<file path="src/rtl/register_file.sv">
// 32 x 32 MIPS general-purpose register file: two combinational read ports, one
// synchronous write port, register 0 hardwired to zero, $v0 mirrored on register_v0.
module register_file #(
   parameter int DATA_WIDTH = 32,
   parameter int ADDR_WIDTH = 5,
   parameter int V0_INDEX   = 2
) (
   input  logic                  clk,
   input  logic                  reset,
   input  logic [ADDR_WIDTH-1:0] rs_index,
   output logic [DATA_WIDTH-1:0] rs_data,
   input  logic [ADDR_WIDTH-1:0] rt_index,
   output logic [DATA_WIDTH-1:0] rt_data,
   input  logic [ADDR_WIDTH-1:0] rd_index,
   input  logic                  write_enable,
   input  logic [DATA_WIDTH-1:0] rd_data,
   output logic [DATA_WIDTH-1:0] register_v0
);

   localparam int NUM_REGS = 2 ** ADDR_WIDTH;

   logic [DATA_WIDTH-1:0] w_regs [NUM_REGS];

   genvar gi;
   generate
      for (gi = 0; gi < NUM_REGS; gi++) begin : g_reg
         if (gi == 0) begin : g_zero
            // $zero has no storage at all, so a write to index 0 simply has no target.
            assign w_regs[gi] = '0;
         end else begin : g_store
            logic [DATA_WIDTH-1:0] r_q;
            always_ff @(posedge clk or posedge reset) begin
               if (reset)
                  r_q <= '0;
               else if (write_enable && (rd_index == ADDR_WIDTH'(gi)))
                  r_q <= rd_data;
            end
            assign w_regs[gi] = r_q;
         end
      end
   endgenerate

   // Reads come straight from storage: no write-through, so a same-cycle write shows after the edge.
   assign rs_data     = w_regs[rs_index];
   assign rt_data     = w_regs[rt_index];
   assign register_v0 = w_regs[V0_INDEX];

endmodule

</file>
<file path="config.mk">
export PLATFORM = sky130hd
export DESIGN_NAME = register_file
export DESIGN_NICKNAME = d
export VERILOG_FILES = /design/src/rtl/register_file.sv
export SDC_FILE = /design/constraint.sdc
export NUM_CORES = 2
export LEC_CHECK = 0
export ABC_AREA = 0
export BUFFER_PORTS_ARGS = -buffer_cell sky130_fd_sc_hd__buf_2
export CELL_PAD_IN_SITES_DETAIL_PLACEMENT = 0
export CELL_PAD_IN_SITES_GLOBAL_PLACEMENT = 1
export CORE_ASPECT_RATIO = 0.75
export CORE_MARGIN = 2
export CORE_UTILIZATION = 48
export CTS_CLUSTER_DIAMETER = 150
export DETAILED_ROUTE_END_ITERATION = 8
export PLACE_DENSITY_LB_ADDON = 0.12
export SLEW_MARGIN = 20
export SYNTH_ARGS = -nofsm -noshare
export SYNTH_HDL_FRONTEND = slang
export SYNTH_SLANG_ARGS = --single-unit
export TNS_END_PERCENT = 50
</file>
<file path="constraint.sdc">
create_clock -name clk -period 33.6 [get_ports clk]
set_clock_uncertainty 0.15 [all_clocks]
set_input_delay 6.72 -clock clk [delete_from_list [all_inputs] [get_ports clk]]
set_output_delay 6.72 -clock clk [all_outputs]
set_load 0.01 [all_outputs]
</file>
After elaboration in Yosys (flattened, before gate mapping)
Index checks and enable logic that the tools add are counted. W data, S select, Z words.

Output and inout port bits: 96. Bits in registers: 992. Input port bits: 50. Word-level logic and storage cells: 103.

Order comparisons: 2. Equality and inequality tests: 31. Mux-type cells: 6. Bitwise logic cells: 2. Reductions and logical operators: 31.

Operator list (count): $bmux W32 S5 (2); $mux W32 (4); $eq A5 B5 Y1 const B (16); $eq A5 B4 Y1 const B (8); $logic_and A1 B1 Y1 (31); $eq A5 B3 Y1 const B (4); $ge A6 B6 Y1 const B (2); $not A5 Y6 (2); $eq A5 B2 Y1 const B (2); $eq A5 B1 Y1 const B (1).

Logic depth before layout (Yosys ltp)
Depth after elaboration: 4. Gate-level depth with buffers: 9.

Worst setup path after synthesis
No wires, ideal clock.

Kind: in2out. From: input rt_index[0]. To: output rt_data[10]. Stages: 7. Data required time: 26.730 ns. Arrival: 8.208 ns. Buffers on the path: 3. Slack: 18.522 ns. Cells stage by stage: buf_4 -> buf_6 -> buf_2 -> mux4_2 -> a22o_1 -> o21ai_1 -> o31ai_1.

Word-level cells in the longest chain between the ends: 4.

RTL lines: start: declaration (RTL line 12) `input logic [ADDR_WIDTH-1:0] rt_index,`; $not A5 Y6 (not written as such) (RTL line 45) `assign rt_data = w_regs[rt_index];`; $bmux W32 S5 (RTL line 45); $mux W32 (not written as such) (2 in series) (RTL line 45); end: declaration (RTL line 13) `output logic [DATA_WIDTH-1:0] rt_data,`.

No other way between the ends. The select of a mux whose other input is x is not followed.

Final worst setup path
From: input rt_index[0]. To: output rt_data[6].

The elaborated chain is that of the path after synthesis.

==> impl_metrics.tcl <==
set metrics [dict create \
    avgViaCountPerCell 6.868 \
    max_freq_mhz 54.66 \
    slowest_stage "buf_4" \
    ant_nets 0 \
    reg2reg_depth 1 \
    cts.path.max_buffers 3 \
    power.leakage_uw 0.02552 \
    worstMarginPinSlew_ns 1.185 \
    yosysSeqAreaShare_pct 46.66 \
    drive_above_1_share_pct 50.16 \
    hold_violations 0 \
    synth-seq-cells 992 \
    ys_top_cells_by_area "dfrtp_1, mux2_2, mux4_2" \
    start_util_pct 48.50 \
    syn_area_mm2 0.05320 \
    cts_resized 0 \
    die_y_um 292.3 \
    cts_buffers 105 \
    stdcell_area_mm2 0.05831 \
    fillCellCount 8863 \
    dp_hpwl_mm 103.1 \
    num_vias 34960 \
    gr-total-overflow 0 \
    powerDensity_mw_per_mm2 61.44 \
    crit_required_ns 26.73 \
    rows 105 \
    cts_tree "yes" \
    antenna_found_initial 18 \
    fin_setup_tns_ns 0 \
    yosysTopAreaCellShare_pct 46.66 \
    clk_pin_slew_worst_paths_ns 0.06 \
    drt-initial-drc-count 3149 \
    dpl_cell_area_mm2 0.05477 \
    drt_first_pass_iters 7 \
    num-nets-final 3610 \
    syn_inst 3636 \
    path_buf_inv 5 \
    yosys.area.top_type "dfrtp_1" \
    syn-num-nets 3686 \
    io_buffers 145 \
    post_cts_buffers 0 \
    drv_cap 0 \
    fin_crit_sh_pct 54.45 \
    syn_avg_cell_area_um2 14.63 \
    routabilityCongestion 0.8424 \
    drc 0 \
    yosys_warnings 0 \
    die-width_um 388.4 \
    worstPathArrival_ns 11.43 \
    critPathLaunchType "primary input" \
    setup_viol 0 \
    synth.distinct_cells 31 \
    crit_top_cell "buf_4" \
    multi_input_comb_area_mm2 0.02671 \
    wl_mm 179.2 \
    clk_latency_ns 0.70 \
    area_growth_pct 9.610 \
    fin_cells 5090 \
    cts_max_level 3 \
    drv_slew 0 \
    slew-limit-headroom_pct 21.00 \
    grt_pass1_wl_mm 261.7 \
    wl_per_cell_um 35.21 \
    fin_crit_ns 18.30 \
    grt_max_degree 164 \
    peakVddDrop_mv 0.04279 \
    whs_ns 0.3612 \
    holdBufCountCts 0 \
    end_kind "output port" \
    clock_sinks 992 \
    cp_cell_sequence "buf_8 > buf_4 > buf_4 > buf_4 > mux4_2 > a22o_1 > o21ai_1 > o31ai_1 > buf_2" \
    grt_pass1_vias 36360 \
    register_area_mm2 0.02482 \
    dp.cells 4897 \
    cp.depth 9 \
    max_stage_delay_ns 0.81 \
    core_area_mm2 0.1097 \
    hold_path.class "register to register" \
    dieArea_mm2 0.1135 \
    io-pin-count 146 \
    hold_depth 1 \
    rsz0062_at_grt "no" \
    cp_top_family "buffers and inverters" \
    cts_root_buf "clkbuf_16" \
    total_power_uw 3583 \
    status "finished clean" \
    path_class "primary input to output port" \
    crit_fanout 60 \
    track_usage_pct 31.65 \
]
==> synth_stat cells <==
library cell and number:
mux2_2 1009, dfrtp_1 992, mux4_2 384, clkbuf_1 199, a22o_1 192, buf_2 160, mux2i_1 160, nand2_1 79
a211oi_1 64, o22ai_1 64, o31ai_1 64, o21ai_1 63, mux2_1 47, and2_1 34, and3_1 32, buf_4 16
buf_6 16, nor2_1 15, buf_1 13, nor2b_1 8, nand2b_1 5, nand3_1 4, nand4b_1 3, or3_1 3
inv_1 2, nor3_1 2, nor3b_2 2, inv_2 1, nand4_1 1, nor3_2 1, o21ai_0 1
==> kinds of logic after synthesis <==
logic type             synth area share (%)
multiplexers                          41.62
flip-flops                            46.66
AO/OA/AOI/OAI                         6.322
buffers and inverters                 3.587
AND/OR/NAND/NOR                       1.811
==> metal layers <==
layer | routed length, um | global-route usage, % | share of wire, %
met1 | 76340 | 44.55 | 43
met2 | 80670 | 47.70 | 45
met3 | 15910 | 8.295 | 8.9
met4 | 6224 | 10.94 | 3.5
met5 | 81 | 0 | 0.045
==> cell type report <==
cell class              count  share of cell area (%)
multi-input cells        2237                   45.80
flip-flops and latches    992                   42.57
clock buffers             155                   5.311
well taps                1444                   3.098
repair buffers            221                   2.453
clock inverters            34                  0.7274
inverters                   3                 0.02575
diodes                      4                 0.01717
==> through the flow <==
step | setup WS, ns | util, %
final | 15.30 | 53.16
after global routing | 14.95 | 53.15
after CTS | 15.20 | 53.14
after detailed placement | 15.20 | 49.93
after global placement | 15.29 | 49.93
after floorplan | 13.06 | -
==> registers in the layout, summed over array words and instances (netlist names) <==
register and count:
g.g_store.r_q 960, register_v0 32
==> layout by cell type (no fill, tap or decap), types with 6 or more instances in the layout <==
master     instances
a211oi_1          64
a22o_1           192
and2_1            32
and3_1            32
buf_12             6
buf_2            138
buf_4             70
bufinv_16          8
clkbuf_1          23
clkbuf_16        106
clkbuf_8          26
clkinv_2          17
dfrtp_1          992
mux2_1            47
mux2_2          1009
mux2i_1          160
mux4_2           384
nand2_1           68
nand2_2            8
nor2_4            14
nor2b_4            6
o21ai_1           64
o22ai_1           64
o31ai_1           64
==> path summary, 6_finish.rpt <==
check	startpoint	to	slack, ns
hold reg to reg	g_reg[28].g_store.r_q[2]	g_reg[28].g_store.r_q[2]	0.36
hold / removal	g_reg[28].g_store.r_q[2]	g_reg[28].g_store.r_q[2]	0.36
setup / recovery	rt_index[0]	rt_data[6]	15.30
max in group asynchronous	reset	g_reg[13].g_store.r_q[9]	23.72
min in group asynchronous	reset	g_reg[3].g_store.r_q[23]	5.98
setup reg to reg	register_v0[6]	register_v0[6]	32.52
==> power breakdown <==
group	internal, uW	switching (uW)
clock	697	508
sequential	1430	185
combinational	433	329
(Power assumes the default switching activity.)
